`config.mk`:
```
export PLATFORM = sky130hd
export DESIGN_NAME = rom_arbiter
export DESIGN_NICKNAME = d
export VERILOG_FILES = /design/src/rtl/rom_arbiter.sv
export SDC_FILE = /design/constraint.sdc
export NUM_CORES = 1
export LEC_CHECK = 0
export ABC_AREA = 1
export CAP_MARGIN = 25
export CORE_MARGIN = 1.5
export CORE_UTILIZATION = 40
export DETAILED_ROUTE_END_ITERATION = 6
export GPL_TIMING_DRIVEN = 0
export PLACE_DENSITY = 0.83
export SKIP_CTS_REPAIR_TIMING = 1
export SYNTH_ARGS = -nofsm -noshare
export SYNTH_HDL_FRONTEND = slang
export SYNTH_SLANG_ARGS = --single-unit
export TNS_END_PERCENT = 1
```
`constraint.sdc`:
```
create_clock -name clk -period 2.62 [get_ports clk]
set_input_delay 0.393 -clock clk [delete_from_list [all_inputs] [get_ports clk]]
set_output_delay 0.393 -clock clk [all_outputs]
set_load 0.1 [all_outputs]
```
`src/rtl/rom_arbiter.sv`:
```
// Two-port round-robin burst arbiter in front of a single-port synchronous ROM.
// A granted port receives N consecutive bytes, with the address counter wrapping at the top of the ROM.
module rom_arbiter #(
  parameter int ADDR_WIDTH = 15,
  parameter int DATA_WIDTH = 8,
  parameter int LEN_WIDTH  = 10
) (
  input  logic                  clk,
  input  logic                  rst,
  input  logic                  req0,
  input  logic                  req1,
  input  logic [ADDR_WIDTH-1:0] base0,
  input  logic [ADDR_WIDTH-1:0] base1,
  input  logic [LEN_WIDTH-1:0]  len0,
  input  logic [LEN_WIDTH-1:0]  len1,
  output logic                  gnt0,
  output logic                  gnt1,
  output logic                  vld0,
  output logic                  vld1,
  output logic                  done0,
  output logic                  done1,
  output logic [DATA_WIDTH-1:0] dout,
  output logic [ADDR_WIDTH-1:0] rom_addr,
  input  logic [DATA_WIDTH-1:0] rom_q
);

  typedef enum logic [1:0] {
    IDLE  = 2'd0,
    BURST = 2'd1,
    TAIL  = 2'd2
  } state_t;

  state_t                state_reg, state_next;
  logic                  port_reg, port_next;
  logic                  last_reg, last_next;
  logic                  first_reg, first_next;
  logic [LEN_WIDTH-1:0]  cnt_reg, cnt_next;
  logic [ADDR_WIDTH-1:0] addr_reg, addr_next;

  logic [1:0]            req_vec;
  logic [ADDR_WIDTH-1:0] base_arr [2];
  logic [LEN_WIDTH-1:0]  len_arr  [2];
  logic [1:0]            gnt_vec;
  logic [1:0]            vld_vec;
  logic [1:0]            done_vec;
  logic                  winner;
  logic                  beat_phase;

  assign req_vec     = {req1, req0};
  assign base_arr[0] = base0;
  assign base_arr[1] = base1;
  assign len_arr[0]  = len0;
  assign len_arr[1]  = len1;

  // On a tie the port that was not served last wins.
  always_comb begin
    winner = 1'b0;
    if (req_vec == 2'b11) begin
      winner = ~last_reg;
    end else begin
      winner = req_vec[1];
    end
  end

  always_ff @(posedge clk) begin
    if (rst) begin
      state_reg <= IDLE;
      port_reg  <= 1'b0;
      last_reg  <= 1'b1;
      first_reg <= 1'b0;
      cnt_reg   <= '0;
      addr_reg  <= '0;
    end else begin
      state_reg <= state_next;
      port_reg  <= port_next;
      last_reg  <= last_next;
      first_reg <= first_next;
      cnt_reg   <= cnt_next;
      addr_reg  <= addr_next;
    end
  end

  // cnt holds the number of addresses still to issue after the current one;
  // len = 0 naturally becomes 2^LEN_WIDTH - 1 through the wrapping subtract.
  always_comb begin
    state_next = state_reg;
    port_next  = port_reg;
    last_next  = last_reg;
    first_next = 1'b0;
    cnt_next   = cnt_reg;
    addr_next  = addr_reg;
    case (state_reg)
      IDLE: begin
        if (req_vec != 2'b00) begin
          state_next = BURST;
          port_next  = winner;
          last_next  = winner;
          first_next = 1'b1;
          addr_next  = base_arr[winner];
          cnt_next   = len_arr[winner] - LEN_WIDTH'(1);
        end
      end
      BURST: begin
        if (cnt_reg == '0) begin
          state_next = TAIL;
        end else begin
          addr_next = addr_reg + ADDR_WIDTH'(1);
          cnt_next  = cnt_reg - LEN_WIDTH'(1);
        end
      end
      TAIL: begin
        state_next = IDLE;
      end
      default: begin
        state_next = IDLE;
      end
    endcase
  end

  // Data returns one cycle behind each issued address, so every BURST cycle
  // except the first plus the TAIL cycle carries a byte.
  assign beat_phase = ((state_reg == BURST) && !first_reg) || (state_reg == TAIL);

  generate
    for (genvar gi = 0; gi < 2; gi++) begin : g_port
      localparam logic PORT_ID = 1'(gi);
      assign gnt_vec[gi]  = (state_reg == BURST) && first_reg && (port_reg == PORT_ID);
      assign vld_vec[gi]  = beat_phase && (port_reg == PORT_ID);
      assign done_vec[gi] = (state_reg == TAIL) && (port_reg == PORT_ID);
    end
  endgenerate

  assign gnt0     = gnt_vec[0];
  assign gnt1     = gnt_vec[1];
  assign vld0     = vld_vec[0];
  assign vld1     = vld_vec[1];
  assign done0    = done_vec[0];
  assign done1    = done_vec[1];
  assign dout     = rom_q;
  assign rom_addr = addr_reg;

endmodule

```
==> results of run 1 <==
-- routing by layer --
layer	vias to the layer above	global-route usage	wire length [microns]
met2	115	0.4009	3278
met5	-	0	0
met1	1204	0.2923	2903
li1	1317	-	-
met3	17	0.03114	469
met4	0	0.09815	157
-- area by class of cell --
| class | count | area (sq um) |
|---|---|---|
| fillers | 513 | 2017 |
| well taps | 70 | 87.58 |
| multi-input cells | 261 | 1292 |
| clock buffers | 7 | 86.33 |
| clock inverters | 1 | 5.005 |
| inverters | 32 | 122.6 |
| repair buffers | 81 | 790.8 |
| plain buffers | 23 | 137.6 |
| flip-flops and latches | 30 | 600.6 |
-- placed cells by master (no fill, tap or decap), drive strengths merged, types with 5 or more instances in the layout --
cell type       n
nand3          36
clkdlybuf4s50  77
clkbuf         18
buf            16
o21ai          50
a31oi           5
dfxtp          30
inv            31
a21oi          21
nand2          68
nor3            5
nor2           54
-- worst reg2reg max path, cell delays in order, from the launching register on --
cell     delay, ps
dfxtp_1        370
nor2_8         240
inv_4          100
or2_0          210
nand2_1        130
ha_1           200
nand2_1        120
nor2_4         190
nand2_1         70
nand2_1         60
nand3_1         60
nand2_1         60
inv_1           30
-- power by group --
group	internal (uW)	total (uW)	switching, uW
sequential	540	617	76.8
clock	212	385	174
combinational	342	1110	772
total	1090	2120	1020
-- synthesized netlist by cell type, drive strengths merged (4+ instances only) --
master | count | area share
clkbuf | 7 | 0.012
nor2 | 54 | 0.11
nand2 | 68 | 0.13
o21bai | 4 | 0.014
dfxtp | 30 | 0.28
o21ai | 50 | 0.12
buf | 16 | 0.052
a21oi | 21 | 0.049
nand3 | 36 | 0.089
inv | 31 | 0.055
a31oi | 5 | 0.015
or2 | 4 | 0.012
nor3 | 5 | 0.012
-- through the flow --
| stage | instances | power, uW |
|---|---|---|
| after floorplan | 346 | 1427 |
| after global placement | 497 | 1713 |
| after detailed placement | 497 | 1732 |
| after CTS | 505 | 2119 |
| after global routing | 505 | 2232 |
| final | 505 | 2116 |
-- worst max-delay path by stage --
stage,from,to,cells after the start
after detailed placement,state_reg[1]$_SDFFE_PP0P_,vld0,8
after global routing,state_reg[1]$_SDFFE_PP0P_,done0,3
after CTS,state_reg[1]$_SDFFE_PP0P_,vld0,8
after global placement,state_reg[1]$_SDFFE_PP0P_,vld1,8
after floorplan,state_reg[1]$_SDFFE_PP0P_,gnt0,5
final,state_reg[1]$_SDFFE_PP0P_,done0,3
-- kinds of logic after synthesis --
family,after synthesis
buffers and inverters,55
flip-flops,30
AND/OR/NAND/NOR,170
XOR/XNOR,3
adder cells (fa/ha/maj),2
AO/OA/AOI/OAI,86
==> key figures, run 1 <==
Outcome
  – Status: complete, no violations

CTS
  – Clk pin slew, worst setup/hold paths: 60 ps
  – CTS tree: built
  – CTS buffer count: 5
  – H-tree depth: 2
  – Clk Latency, worst-skew pair: 280 ps
  – CTS Sinks: 30
  – Max Buffers Root-to-Sink: 2
  – Root Buffer Master: clkbuf_8

Routing
  – DRT Pass-1 Iters: 5
  – Antenna Nets Post-Route: 0
  – Iteration-0 DRC Markers: 202
  – DR WL/cell: 13.48 microns
  – Final wirelength: 6.808 mm
  – Vias/cell: 5.253
  – Routed vias: 2653
  – DRC Markers: 0

Layout
  – Final net count: 498
  – Layout area overhead: 45.03%
  – Max FFs per register: 15
  – Final Instance Area: 0.003123 sq mm
  – Final core utilization: 0.6076
  – Layout cells sized above 1: 0.1034
  – Diode count: 0

Setup path
  – Worst-path maximum fanout: 3
  – Startpoint Class: flop
  – RR Endpoint: cnt_reg[8]$_SDFFE_PP0P_
  – Kind of cell adding the most delay to the critical path: buffers and inverters
  – Critical path required time: 2230 ps
  – Worst-path cell chain: nand2_1, nor2_1, clkdlybuf4s50_1
  – Crit path DAT: 2110 ps
  – Critical path class: flop to primary output
  – Critical register-to-register path startpoint: state_reg[1]$_SDFFE_PP0P_
  – Worst reg2reg setup slack: 690 ps
  – R2r worst-path depth: 12
  – Worst path slowest cell: clkdlybuf4s50_1
  – Buf/Inv on CP: 1
  – Peak per-stage delay on the critical path: 1150 ps
  – Crit end category: primary output

Min path
  – Hold Startpoint: rst
  – Hold depth: 2
  – Worst hold endpoint: first_reg$_SDFF_PP0_
  – Hold Crit Class: primary input to flop

Floorplan
  – Die extent in x: 76.37 microns
  – Core ar.: 0.005140 sq mm
  – Num rows: 26
  – Num ports: 91
  – Die Y: 76.37 microns
  – Initial Utilization: 0.4189
  – Die ar.: 0.005832 sq mm

Timing
  – Minimum clock period: 2508 ps
  – Fin Setup TNS: 0 ps
  – Final worst slack: 112.4 ps
  – Pins Over Slew Limit: 0
  – Final Cycle Share: 0.9571
  – RSZ-0062 raised after global routing: false
  – Setup violators final: 0
  – Final hold vios: 0
  – Max_slew headroom: 0.3421
  – Final Hold Slack: 460.9 ps
  – Setup Skew: 4.727 ps
  – Slew @ Worst Pin: 983.7 ps
  – Fmax: 398.8 MHz

Global route
  – Largest net degree at the start of global routing: 11
  – Grt total ovfl: 0
  – Vias in the first global route: 2422
  – First-pass GRT wire length: 11.13 mm
  – Initial antenna violation count: 0
  – GRT Overall Usage: 0.2335

Synthesis
  – Top FF cell, synth: dfxtp_1
  – Post-synth cell types: 36
  – Largest family of logic cells by synthesized area: simple AND/OR/NAND/NOR gates
  – Register area share after synthesis: 0.2789
  – Post-synthesis compound-gate area fraction: 0.2167
  – #FFs+latches synth: 30
  – Syn nets: 410
  – Syn Area/Cell: 6.223 sq um
  – Yosys Warn Count: 0
  – Synth Area in Adders: 0.01162
  – Synthesized netlist cell count: 346
  – Async SR Flop Fraction: 0
  – Post-synth EDFFs: 0
  – Simple-gate share of the synthesized area: 0.3597
  – XOR/XNOR Fraction of Synth Area: 0.01220
  – Mapped cell area: 0.002153 sq mm
  – Post-synthesis mux area share: 0

Place
  – Place WS: -223.2 ps
  – Placed Area: 0.003052 sq mm
  – Final HPWL DP: 5.135 mm
  – Port-buffer cells: 81
  – Routability cong.: 0.8834

Power and ir drop
  – Static Leak: 0.001313 uW
  – Maximum VDD drop: 411.7 uV
  – Pwr dens: 677.6 mW/mm^2

Job
  – Number of max-cap violations: 0
(Power assumes the default switching activity.)
==> inputs of run 2 (changes only) <==
DONT_BUFFER_PORTS = 1   (was not set)
PLACE_DENSITY = 0.61   (was 0.83)
==> key figures, run 2 (synthesis gave the netlist of run 1 again) <==
Timing
  – Final Cycle Share: 1.045
  – Minimum clock period: 2738 ps
  – Setup Skew: 6.227 ps
  – Fin Setup TNS: -233.3 ps
  – Slew @ Worst Pin: 1093 ps
  – Max_slew headroom: 0.2704
  – Final worst slack: -118.5 ps
  – Fmax: 365.2 MHz
  – Setup violators final: 2
  – Pins Over Slew Limit: 0
  – Final Hold Slack: 339.9 ps
  – RSZ-0062 raised after global routing: true
  – Final hold vios: 0

CTS
  – Clk Latency, worst-skew pair: 280 ps
  – Max Buffers Root-to-Sink: 2
  – CTS Sinks: 30
  – Clk pin slew, worst setup/hold paths: 60 ps
  – H-tree depth: 2
  – Root Buffer Master: clkbuf_8
  – CTS buffer count: 5
  – CTS tree: built

Layout
  – Diode count: 0
  – Layout area overhead: 13.19%
  – Final net count: 422
  – Fillers: 571
  – Post-Layout Cell Count: 428
  – Most frequent cells in the layout: nand2_1 (63), nor2_1 (45), nand3_1 (35), o21ai_0 (28)
  – Max FFs per register: 15
  – Layout cells sized above 1: 0.1480
  – Final core utilization: 0.4742
  – Most common cell after layout, fill and taps aside: nand2_1

Routing
  – DRT Pass-1 Iters: 5
  – Routed vias: 2303
  – Final wirelength: 6.333 mm
  – Antenna Nets Post-Route: 0
  – Iteration-0 DRC Markers: 148
  – DR WL/cell: 14.80 microns
  – DRC Markers: 0
  – Vias/cell: 5.381

Floorplan
  – Num rows: 26
  – Die extent in x: 76.37 microns
  – Core ar.: 0.005140 sq mm
  – Die ar.: 0.005832 sq mm
  – Num ports: 91
  – Initial Utilization: 0.4189
  – Die Y: 76.37 microns

Setup path
  – Peak per-stage delay on the critical path: 810 ps
  – Crit path DAT: 2350 ps
  – Critical path class: flop to primary output
  – Worst path slowest cell: nor2_2
  – Worst-path cell chain: inv_2, nor2_8, inv_4, buf_6, buf_2, o21ai_1, inv_1, nor2_2
  – Critical path required time: 2230 ps
  – Crit end category: primary output
  – Startpoint Class: flop
  – Worst-path maximum fanout: 10

Global route
  – Largest net degree at the start of global routing: 11
  – Initial antenna violation count: 0
  – Vias in the first global route: 2051
  – Grt total ovfl: 0
  – First-pass GRT wire length: 10.04 mm
  – GRT Overall Usage: 0.2168

Place
  – Routability cong.: 0.8797
  – Port-buffer cells: 0
  – Final HPWL DP: 4.785 mm
  – Placed cells: 419

Min path
  – Hold Crit Class: primary input to flop

Outcome
  – Violated checks: negative setup slack
  – Status: complete, but fails checks

Job
  – Number of max-cap violations: 0

Power and ir drop
  – Static Leak: 0.001035 uW
  – Pwr dens: 805.2 mW/mm^2
  – Maximum VDD drop: 309.7 uV
## run 2: metrics by stage
stage	total power, uW	cell area [sq um]	worst slack (ps)
finish	1962	2437	-118.5
global placement	1556	2241	-883.1
detailed placement	1591	2318	-88.28
floorplan	1427	2153	-690.6
CTS	1945	2395	-140.4
global route	2076	2437	-250.7
## run 2: final timing paths
| check | from | to | slack (ps) | cells after the start |
|---|---|---|---|---|
| max reg2reg | rom_addr[3]$_SDFFE_PP0P_ | rom_addr[14]$_SDFFE_PP0P_ | 160 | 9 |
| max | state_reg[0]$_SDFFE_PP0P_ | vld1 | -120 | 8 |
| min | base0[8] | rom_addr[8]$_SDFFE_PP0P_ | 340 | 2 |
| min reg2reg | last_reg$_SDFFE_PP1P_ | last_reg$_SDFFE_PP1P_ | 490 | 2 |
## run 2: power breakdown
part	switching [uW]	total, uW	internal, uW
registers	341	882	541
logic	491	724	234
clock network	173	356	183
total	1000	1960	958
## run 2: area by class of cell
| cell class | count | area [sq um] | area share |
|---|---|---|---|
| multi-input combinational | 261 | 1313 | 0.5385 |
| sequential | 30 | 604.3 | 0.2479 |
| buffer | 23 | 137.6 | 0.05647 |
| inverter | 32 | 122.6 | 0.05031 |
| timing repair buffer | 5 | 96.34 | 0.03953 |
| tap | 70 | 87.58 | 0.03593 |
| clock buffer | 7 | 76.32 | 0.03131 |
## run 2: per-layer routing
metal | routed length (microns) | GRT usage
met1 | 2870 | 0.2806
met2 | 3026 | 0.3518
met3 | 388 | 0.06228
met4 | 47 | 0.05926
met5 | 0 | 0
## run 2: worst max-delay path: cells and delay by family (launching register included)
family                 cells  cell delay, ps
and+or+nand+nor            2             990
DFF                        1             340
AOI/OAI and AO/OA          1             130
buffers and inverters      5             590
==> edit 1 (flow settings as in run 1) <==
Take the reset off `addr_reg` and load it in a clocked block of its own.
--- a/src/rtl/rom_arbiter.sv
+++ b/src/rtl/rom_arbiter.sv
@@ -71,3 +71,2 @@
       cnt_reg   <= '0;
-      addr_reg  <= '0;
     end else begin
@@ -78,4 +77,7 @@
       cnt_reg   <= cnt_next;
-      addr_reg  <= addr_next;
     end
+  end
+
+  always_ff @(posedge clk) begin
+    addr_reg <= addr_next;
   end
Check against the original RTL: not equivalent (Yosys sat finds a counterexample within 4 cycles, from zero or initial values and one cycle with rst high).
==> edit 1 against run 1 <==
Sequential cell count did not move; hold slack got worse by 11 ps; wire length fell by 11%; critical path depth rose by 2; total power rose by 12%; worst setup slack got worse by 5.5 ps; sequential share of layout area rose by 4.3 points; area after synthesis rose by 2.1%; cell area rose by 2.1%; first-iteration DRC count fell by 23%.
==> edit 1: results (changes against run 1) <==
- Initial antenna violation count: 0 (unchanged)
- Distinct cells, synth: 41 (was 36)
- Layout cells sized above 1: 15.7% (was 10.3%)
- Dpl cell area: 3100 um^2 (was 3050 um^2)
- DP Worst Slack: -18.2 ps (was -223 ps)
- Peak per-stage delay on the critical path: 770 ps (was 1150 ps)
- Slowest stage cell, crit path: dlymetal6s2s_1 (was clkdlybuf4s50_1)
- Mapped Avg Cell Area: 7.33 um^2 (was 6.22 um^2)
- Leakage power: 1.39 nW (was 1.31 nW)
- Ys async rst share: 0% (unchanged)
- Gr usage total: 21.2% (was 23.4%)
- GP Congestion: 0.887 (was 0.883)
- Overflow after GRT: 0 (unchanged)
- Final WL: 6040 um (was 6810 um)
- Worst VDD drop: 0.400 mV (was 0.412 mV)
- Worst reg2reg startpoint: rom_addr[0]$_DFFE_PP_ (was state_reg[1]$_SDFFE_PP0P_)
- CTS buffer count: 5 (unchanged)
- Port bufs: 81 (unchanged)
- Status: completed (unchanged)
- Root Buffer: clkbuf_8 (unchanged)
- Most common library cells after synthesis: 41 x nand2_1, 35 x nor2_1, 31 x nand3_1, 31 x o21ai_0, 27 x inv_1 (was 63 x nand2_1, 49 x nor2_1, 35 x nand3_1)
- Vias in the first global route: 2,213 (was 2,422)
- Hpwl dp: 4510 um (was 5130 um)
- Synthesized net count: 364 (was 410)
- Wirelength per Cell: 13.2 um (was 13.5 um)
- Bufs on Longest Clock Path: 2 (unchanged)
- DRT Pass-1 Iters: 4 (was 5)
- First-pass GRT wire length: 10,100 um (was 11,100 um)
- DRT iter0 DRCs: 155 (was 202)
- Yosys warns: 0 (unchanged)
- H-tree lvl count: 2 (unchanged)
- Worst clock skew: 6.67 ps (was 4.73 ps)
- Sequential area share after synthesis: 34.1% (was 27.9%)
- Top Family by Delay on Critical Path: buffers and inverters (unchanged)
- Worst slew margin: 34.4% (was 34.2%)
- Clock latency on the worst-skew pair: 280 ps (about the same)
- HP Start: rst (unchanged)
- Worst hold-check path type: primary input to flip-flop (unchanged)
- Crit-path max FO: 10 (was 3)
- Placed Cells incl. Taps: 451 (was 497)
- Post-synth EDFFs: 15 (was 0)
- CP arrival: 2120 ps
- Top cells by area, synth: edfxtp_1 20%, dfxtp_1 14%, nand3_1 7.1% (was dfxtp_1 28%, nand2_1 11%, nor2_1 8.5%)
- Top_reg_cell synth: edfxtp_1 (was dfxtp_1)
- Diodes inserted: 0 (unchanged)
- Max reg flops: 15 (unchanged)
- Clk pin slew, worst setup/hold paths: 60 ps (about the same)
- CP startpoint: state_reg[0]$_SDFFE_PP0P_ (was state_reg[1]$_SDFFE_PP0P_)
- Largest net degree at the start of global routing: 25 (was 11)
- Via count: 2,295 (was 2,653)
- # fillers: 496 (was 513)
## edit 1: cell types whose count changed in the layout (fill, tap and decap cells not counted), moves of 5 or more
| cell | change |
|---|---|
| o21ai_1 | -20 |
| nand2_1 | -22 |
| clkbuf_1 | -6 |
| dfxtp_1 | -15 |
| a21oi_1 | -10 |
| nor2_1 | -14 |
| edfxtp_1 | +15 |
| o21ai_2 | +5 |
## edit 1: routing by layer
metal | global-route usage [%] | up-vias | part of all wire [%]
met2 | 38.8 | 83 | 50
met4 | 5.82 | 0 | 1.5
met1 | 25.1 | 1026 | 42
met3 | 3.81 | 7 | 6.6
li1 | - | 1179 | -
met5 | 0 | - | 0
## edit 1: cell type report
type	count	area [um^2]	share of cell area, %
Inverter	31	116	3.65
Timing Repair Buffer	81	811	25.4
Multi-Input combinational cell	220	1200	37.6
Clock buffer	7	86.3	2.71
Sequential cell	30	751	23.5
Tap cell	70	87.6	2.75
Buffer	19	134	4.20
Clock inverter	1	5.00	0.157
## edit 1: final timing paths
check                           slack, ps  cells after the start                     end
worst max-delay path                  110                      5                    gnt1
worst min-delay path                  450                      2    first_reg$_SDFF_PP0_
worst max register to register        780                      8  rom_addr[12]$_DFFE_PP_
worst min register to register        510                      2   last_reg$_SDFFE_PP1P_
## edit 1: report_power, final
part | switching, mW | internal (mW)
combinational | 0.903 | 0.378
clock | 0.173 | 0.212
sequential | 0.0933 | 0.619
## edit 1: cells by family (layout without fill, tap and decap cells)
logic type | count (synthesis) | after routing | synth area share [%]
fa+ha+maj | 2 | 2 | 1.14
compound gates | 67 | 67 | 17.8
xor+xnor | 4 | 4 | 1.59
buf+inv | 50 | 139 | 11.4
simple gates | 147 | 147 | 34.0
flops | 30 | 30 | 34.1
==> edit 2 (config.mk and constraints of run 1) <==
Without the edit above. The parameter `LEN_WIDTH` goes from 10 to 20.
--- a/src/rtl/rom_arbiter.sv
+++ b/src/rtl/rom_arbiter.sv
@@ -5,3 +5,3 @@
   parameter int DATA_WIDTH = 8,
-  parameter int LEN_WIDTH  = 10
+  parameter int LEN_WIDTH  = 20
 ) (
Ports: changed (resized len0 and len1); port bits go from 91 to 111. The function was not compared with the original's and may differ.
==> edit 2 against run 1 <==
Cell area rose by 49%; wire length increased by 67%; register-to-register slack worse by 240 ps; area after synthesis is 59% higher; final cell count is 60% higher; sequential cell count is 10 higher; total power is 13% higher; worst setup slack improved by 61 ps; critical endpoint is now gnt0.
==> edit 2: results (changes against run 1) <==
- Clk pin slew, worst setup/hold paths: 90 ps (was 60 ps)
- Worst clock skew: 5.43 ps (was 4.73 ps)
- Hold Path Sink: last_reg$_SDFFE_PP1P_ (was first_reg$_SDFF_PP0_)
- Hpwl dp: 8820 um (was 5130 um)
- M2 GR Usage: 45.4% (was 40.1%)
- Worst hold-check path type: flip-flop to flip-flop (was primary input to flip-flop)
- Gr usage total: 25.6% (was 23.4%)
- Wirelength per Cell: 14.1 um (was 13.5 um)
- # nets final: 785 (was 498)
- DP Worst Slack: -540 ps (was -223 ps)
- Via/cell ratio: 5.10 (was 5.25)
- CP arrival: 2050 ps (was 2110 ps)
- Max reg flops: 20 (was 15)
- Status: completed (unchanged)
- Fin cells: 807 (was 505)
- Top cells by area, synth: dfxtp_1 23%, nand2_1 17%, nand3_1 9.7% (was dfxtp_1 28%, nand2_1 11%, nor2_1 8.5%)
- Met3 GRT Util: 3.99% (was 3.11%)
- Worst slew margin: 33.6% (was 34.2%)
- WHS: 477 ps (was 461 ps)
- Worst VDD drop: 0.403 mV (was 0.412 mV)
- Synthesized net count: 677 (was 410)
- Switching Share: 46.7% (was 48.3%)
- Dpl cell area: 4570 um^2 (was 3050 um^2)
- Met2 WL: 5090 um (was 3280 um)
- Crit-path max FO: 19 (was 3)
- Port bufs: 102 (was 81)
- R2r setup slk: 450 ps (was 690 ps)
- Peak per-stage delay on the critical path: 490 ps (was 1150 ps)
- Distinct cells, synth: 39 (was 36)
- Post-Syn Instances: 593 (was 346)
- Leakage power: 2.12 nW (was 1.31 nW)
- RR Endpoint: cnt_reg[6]$_SDFFE_PP0P_ (was cnt_reg[8]$_SDFFE_PP0P_)
- Worst Reg-to-Reg Cells: 13 (was 12)
- Pwr dens: 517 nW/um^2 (was 678 nW/um^2)
- Met1 Use GR: 31.3% (was 29.2%)
[edit 2: changes by cell type in the layout (fill, tap and decap cells not counted), moves of 7 or more]
cell and delta:
nand3_1 +31, nand2_1 +91, nand2_2 +7, o21ai_0 +21
clkdlybuf4s50_1 +21, dfxtp_1 +10, inv_1 +36, nor2_1 +27
o21ai_1 -19
[edit 2: kinds of logic (layout without fill, tap and decap cells)]
logic type / after synthesis / count (layout) / synth area share [%]
and+or+nand+nor: 346 / 346 / 45.1
buffers and inverters: 105 / 214 / 14.5
AOI/OAI and AO/OA: 96 / 96 / 15.1
DFF: 40 / 40 / 23.5
xor gates and xnor gates: 4 / 4 / 1.03
adders and majority gates: 2 / 2 / 0.733
[edit 2: layout make-up]
cell class,count,area (um^2)
Sequential cell,40,801
Tap cell,105,131
Inverter,67,251
Fill cell,851,3610
Buffer,37,241
Multi-Input combinational cell,448,2120
Timing Repair Buffer,102,1010
Clock buffer,5,68.8
Clock inverter,3,18.8
